===== config.mk =====
export PLATFORM = sky130hd
export DESIGN_NAME = ppd_commutator_ctrl
export DESIGN_NICKNAME = d
export VERILOG_FILES = /design/src/rtl/ppd_commutator_ctrl.sv
export SDC_FILE = /design/constraint.sdc
export NUM_CORES = 1
export LEC_CHECK = 0
export BUFFER_PORTS_ARGS = -buffer_cell sky130_fd_sc_hd__buf_2
export CAP_MARGIN = 10
export CORE_MARGIN = 2
export CORE_UTILIZATION = 38
export DETAILED_ROUTE_END_ITERATION = 7
export PLACE_DENSITY = 0.7
export SLEW_MARGIN = 10
export SYNTH_ARGS = -nofsm -noshare
export SYNTH_HDL_FRONTEND = slang
export SYNTH_SLANG_ARGS = --single-unit

===== constraint.sdc =====
create_clock -name i_clk -period 1.45 [get_ports i_clk]
set_clock_uncertainty 0.05 [all_clocks]
set_input_delay 0.29 -clock i_clk [delete_from_list [all_inputs] [get_ports i_clk]]
set_output_delay 0.29 -clock i_clk [all_outputs]
set_load 0.05 [all_outputs]

===== src/rtl/ppd_commutator_ctrl.sv =====
// Input commutator for the polyphase decimator: routes samples to branches in the
// order M-1..0, pulses frame_done per completed frame and out_valid once all branches are primed.
module ppd_commutator_ctrl #(
    parameter int gp_data_width = 8,
    parameter int gp_nr_phases  = 4,
    parameter int gp_nr_stages  = 4
) (
    input  logic                                      i_clk,
    input  logic                                      i_rst_an,
    input  logic                                      i_clr,
    input  logic                                      i_valid,
    input  logic [gp_data_width-1:0]                  i_data,
    output logic [gp_data_width-1:0]                  o_data,
    output logic [gp_nr_phases-1:0]                   o_branch_ena,
    output logic [((gp_nr_phases > 2) ? $clog2(gp_nr_phases) : 1)-1:0] o_phase,
    output logic                                      o_frame_done,
    output logic                                      o_primed,
    output logic                                      o_out_valid,
    output logic [1:0]                                o_state
);

    localparam int PW = (gp_nr_phases > 2) ? $clog2(gp_nr_phases) : 1;
    localparam int FW = $clog2(gp_nr_stages + 1);
    localparam logic [PW-1:0]           PH_LAST  = PW'(gp_nr_phases - 1);
    localparam logic [FW-1:0]           FRM_FULL = FW'(gp_nr_stages);
    localparam logic [gp_nr_phases-1:0] ENA_ONE  = {{(gp_nr_phases-1){1'b0}}, 1'b1};

    typedef enum logic [1:0] {
        IDLE = 2'd0,
        FILL = 2'd1,
        RUN  = 2'd2
    } state_t;

    state_t          state, state_nxt;
    logic [PW-1:0]   r_phase;
    logic [FW-1:0]   r_frm;
    logic            frame_end;
    logic            frm_hit;

    // The frame counter reaches N on exactly the frame end that finds it at N-1.
    assign frame_end = i_valid && (r_phase == '0);
    assign frm_hit   = frame_end && (r_frm == FRM_FULL - FW'(1));
    assign o_state   = state;

    // NOTE: every variable written here gets a default first, so no latch is inferred.
    always_comb begin
        state_nxt = state;
        if (i_clr) begin
            state_nxt = IDLE;
        end else begin
            case (state)
                IDLE:    if (i_valid) state_nxt = FILL;
                FILL:    if (frm_hit) state_nxt = RUN;
                RUN:     state_nxt = RUN;
                default: state_nxt = IDLE;
            endcase
        end
    end

    // NOTE: sequential state uses non-blocking assignments so all registers update together.
    always_ff @(posedge i_clk or negedge i_rst_an) begin
        if (!i_rst_an) state <= IDLE;
        else           state <= state_nxt;
    end

    always_ff @(posedge i_clk or negedge i_rst_an) begin
        if (!i_rst_an) begin
            r_phase      <= PH_LAST;
            r_frm        <= '0;
            o_data       <= '0;
            o_branch_ena <= '0;
            o_phase      <= '0;
            o_frame_done <= 1'b0;
            o_primed     <= 1'b0;
            o_out_valid  <= 1'b0;
        end else if (i_clr) begin
            // Soft clear drops any coincident sample; o_data intentionally keeps its value.
            r_phase      <= PH_LAST;
            r_frm        <= '0;
            o_branch_ena <= '0;
            o_frame_done <= 1'b0;
            o_primed     <= 1'b0;
            o_out_valid  <= 1'b0;
        end else if (i_valid) begin
            o_data       <= i_data;
            o_branch_ena <= ENA_ONE << r_phase;
            o_phase      <= r_phase;
            o_frame_done <= frame_end;
            o_primed     <= o_primed || frm_hit;
            o_out_valid  <= frame_end && (o_primed || frm_hit);
            r_phase      <= (r_phase == '0) ? PH_LAST : r_phase - PW'(1);
            if (frame_end && (r_frm != FRM_FULL))
                r_frm <= r_frm + FW'(1);
        end else begin
            o_branch_ena <= '0;
            o_frame_done <= 1'b0;
            o_out_valid  <= 1'b0;
        end
    end

endmodule


Yosys cells after proc, flatten, opt, wreduce, memory -nomap -nowiden --
Cells that the tools add are included.
Storage, ports and cells: flip-flop bits (word level) 24, bits of input ports 12, output and inout bits 19
Cells by class: bitwise gates (word level) 1, eq/ne operators 6, multiplexer cells 18, shifts and indexed selects 1, $add $sub $neg 2, reduce and logical (&&, ||, !) cells 12
Operator list (number):
- 2-bit two-way mux | 6
- 3-bit two-way mux | 3
- 3-bit != test (second input constant) | 3
- 4-bit two-way mux | 2
- 1-bit two-way mux | 6
- 2-bit one-hot mux with 3 select lines | 1
- 2-bit AND reduction | 3
- 1-bit logical AND | 4
- 2-bit logical NOT | 2
- 2-bit nonzero test | 2
- 1-bit by 2-bit << shifter with 4-bit output (first input constant) | 1
- 3-bit by 1-bit adder with 3-bit output (second input constant) | 1
- 3-bit by 2-bit equality test with 1-bit output (second input constant) | 1
- 2-bit by 1-bit equality test with 1-bit output (second input constant) | 1
- 2-bit equality test (second input constant) | 1
- 2-bit by 1-bit subtractor with 2-bit output (second input constant) | 1
- 1-bit logical OR | 1
- 1-bit inverter | 1

Depth between registers and ports, before layout --
word-level depth 7, mapped depth 5

Least setup slack after synthesis --
OpenSTA, ideal clock, no wires.
path type flip-flop to flip-flop, start point register state[1], in the netlist o_state[1], end point register state[0], in the netlist o_state[0], stages on the path, launching flop included 6, slack -17 ps, path buffers 0, data required time 1321 ps, arrival 1338 ps, setup time 79 ps, cell sequence dfrtp_1 > inv_1 > ha_1 > nor2_1 > o2bb2ai_1 > mux2i_1
On the way: cells in the longest elaborated chain, start to end 3, elaborated cells on any way between the ends 8
RTL lines:
- start, declared | RTL line 34 | state_t state, state_nxt;
- start signal, assigned | RTL line 63 | else state <= state_nxt;
- 2-bit equality test (tied with other cells) | RTL line 51 | case (state)
- 2-bit one-hot mux with 3 select lines / 3-bit != test (equally long branches)
- 2-bit two-way mux / 2-bit AND reduction (equally long branches)
Several ways; a longest one is shown, not always the timed one. A chain may end at the register's enable or synchronous reset.

Worst setup path in the final report --
start point register r_frm[0], end point register r_frm[1]
On the way: cells in the longest elaborated chain, start to end 4, elaborated cells on any way between the ends 8
RTL lines:
- start, declared | RTL line 36 | logic [FW-1:0] r_frm;
- start signal, assigned | RTL line 93 | r_frm <= r_frm + FW'(1);
- 3-bit by 1-bit adder with 3-bit output / 3-bit != test (equally long branches) | RTL line 93, 92
- 3-bit two-way mux / 1-bit logical AND (equally long branches) | RTL line 92 | if (frame_end && (r_frm != FRM_FULL))
- 3-bit two-way mux / 2-bit nonzero test (equally long branches)
- 3-bit two-way mux / 2-bit AND reduction (equally long branches)
Several ways; a longest one is shown, not always the timed one. The select of a mux whose other input is x is not followed.

==> run_results.csv <==
group,metric,value,unit
synthesis,syn_nets,112,
timing,rsz0062_at_grt,"yes",
floorplan,fp-row-count,19,
critical_path,arrival,1.63,ns
layout,final_layout_size_suffix_gt1_frac,0.551,
synthesis,ys_warn_count,0,
floorplan,fp.dieW,59.1,um
placement,gp_congestion,0.741,
clocking,cts_buffer_depth,2,
synthesis,synth-seq-cells,24,
floorplan,dieArea,0.00349,sq mm
detailed_routing,vias_per_cell,4.90,
clocking,path_clk_slew,0.13,ns
hold_path,min-delay-start,"i_data[6]",
timing,relSlewSlack,0.650,
synthesis,ys_types,26,
floorplan,start_util,0.407,
timing,hold_viol,0,
hold_path,min_to,"o_data[6]",
clocking,clk_latency,0.31,ns
layout,fill_cells,258,
job,maxCapViolCount,0,
critical_path,cp-end-kind,"flip-flop",
floorplan,die_y,59.1,um
power,p_leak,0.724,nW
layout,area_growth,26.9,%
layout,final_cell_mix,"buf_2, dfrtp_1, inv_1",
global_route,grt_max_degree,25,
synthesis,synth_top_area_frac,0.478,
hold_path,hold_class,"input port to flip-flop",
global_route,antenna_found_initial,0,
detailed_routing,drt_iter0_drc,22,
clocking,numCtsBuffers,3,
run_status,run_status,"finished, final reports clean",
critical_path,critical_path_required,1.65,ns
placement,post-dp-hpwl,1.48,mm
detailed_routing,drt_wl_total,2.04,mm
critical_path,rr_worst_depth,5,
synthesis,synth_seq_area_share,0.523,
global_route,grt_pass1_vias,786,
placement,numPortBuffers,30,
global_route,grt.overflow.total,0,
layout,finalNetCount,150,
synthesis,ys_top_cells_by_area,"dfrtp_1, ha_1, mux2_4",
critical_path,reg2reg_slack,0.02,ns
synthesis,synthCells,90,
clocking,cts_tree,"done",
clocking,cts_num_sinks,24,
critical_path,timing.rr.end,"r_frm[1]",
floorplan,io_pins,31,
power,power.density,1320,mW/mm^2
timing,max_slew.worst_pin.slew,0.525,ns
clocking,cts_root_buffer,"clkbuf_4",
detailed_routing,routedWlPerCell,12.9,um
detailed_routing,ant_nets,0,
detailed_routing,drc,0,
power,p_total,1.93,mW
synthesis,synth_top_area_cell,"dfrtp_1",
timing,period_needed,1.43,ns
power,ir_worst_vdd,0.00111,V
critical_path,r2r_start,"r_frm[0]",
detailed_routing,vias,774,
critical_path,crit_fanout,4,
critical_path,critPathKind,"flip-flop to flip-flop",
layout,antenna_cells,0,
hold_path,hold_depth,2,
floorplan,core_area,0.00283,sq mm
timing,fin_hold_ws,0.151,ns
global_route,grt_usage,0.128,
timing,post-route-period-util,0.983,
critical_path,crit_path_start_kind,"flip-flop",
timing,clock.fmax,0.702,GHz
timing,setup_viol,0,
layout,layout.cells.most_common,"buf_2",
clocking,htreeDepth,1,
timing,slew_viol_final,0,
synthesis,mappedNetlistArea,0.00115,sq mm
global_route,grt_pass1_wl,3.39,mm
critical_path,cp-startpoint,"r_frm[0]",
synthesis,syn_avg_cell_area,12.8,sq um
detailed_routing,first_pass_iters,4,
## final cells by class
cell class | count | area, sq um | share of cell area
Sequential cell | 24 | 606 | 0.414
Multi-Input combinational cell | 56 | 529 | 0.362
Timing Repair Buffer | 36 | 210 | 0.144
Tap cell | 31 | 38.8 | 0.0265
Clock inverter | 1 | 30.0 | 0.0205
Inverter | 7 | 26.3 | 0.0180
Clock buffer | 3 | 22.5 | 0.0154
## cell families (layout without fill, tap and decap cells)
kind of cell | Yosys count | in the layout | synth area share
compound gates | 11 | 11 | 0.0565
mux | 12 | 12 | 0.135
fa+ha+maj | 10 | 10 | 0.109
flops | 24 | 24 | 0.523
buf+inv | 10 | 47 | 0.0532
simple gates | 23 | 23 | 0.124
## per-stage QoR
step	instances	area (sq um)	util	setup WS [ns]	TNS, ns
2_1_floorplan	90	1150	-	0.0438	0
3_3_place_gp	152	1350	0.478	0.0418	0
3_5_place_dp	152	1350	0.478	-0.0494	-0.112
4_1_cts	157	1450	0.512	0.00395	0
5_1_grt	158	1460	0.517	-0.0163	-0.0163
6_report	158	1460	0.517	0.0245	0
## where the power goes
| group | total [mW] | switching [mW] | internal (mW) | leakage [nW] |
|---|---|---|---|---|
| Clock | 0.479 | 0.199 | 0.279 | 0.0279 |
| Combinational | 0.657 | 0.434 | 0.223 | 0.399 |
| Sequential | 0.797 | 0.0461 | 0.751 | 0.297 |
| Total | 1.93 | 0.679 | 1.25 | 0.724 |
## how the worst max path moves through the flow
stage | slack (ns) | endpoint
final | 0.02 | r_frm[1]
after global routing | -0.02 | r_frm[1]
after CTS | 0.004 | r_frm[1]
after detailed placement | -0.05 | o_state[1]
after global placement | 0.04 | o_state[1]
after floorplan | 0.04 | o_state[0]
## worst max-delay path, stage by stage (launching register included)
cell and delay (ns):
dfrtp_1 0.42, inv_1 0.07, ha_2 0.19, and2_4 0.16, or3b_4 0.36, a21oi_2 0.12
## layer usage
layer	part of all wire	GRT usage
met1	0.41	0.149
met2	0.52	0.224
met3	0.067	0.0437
met4	0.0054	0.0325
met5	0	0
## flip-flops by register name (all words and copies together) (netlist names), 2 cells and up
register,count
r_frm,3
o_branch_ena,4
o_phase,2
r_phase,2
o_state,2
o_data,8
## timing repair
| action | 4_1_cts | 5_1_grt |
|---|---|---|
| hold endpoints to repair | 22 | 0 |
| hold buffers | 1 | 0 |
| setup endpoints to repair | 5 | 5 |
| setup buffers | 0 | 1 |
| resized for setup | 8 | 3 |
| pin swaps | 2 | 4 |
## cell usage after synthesis
cell,n
a21oi_1,3
nand2_2,1
and2_2,5
o21a_1,1
or3b_1,1
mux2_2,4
ha_1,10
dfstp_2,2
o2bb2ai_1,1
nor2b_4,1
or2_2,1
mux2i_1,2
buf_6,1
nand2_1,3
nor2_1,4
o21bai_1,1
inv_1,7
o21ai_0,4
and2_1,1
nand2b_1,5
a31oi_1,1
clkbuf_1,1
or3_1,1
mux2_4,6
buf_12,1
dfrtp_1,22
(Power assumes the default switching activity.)
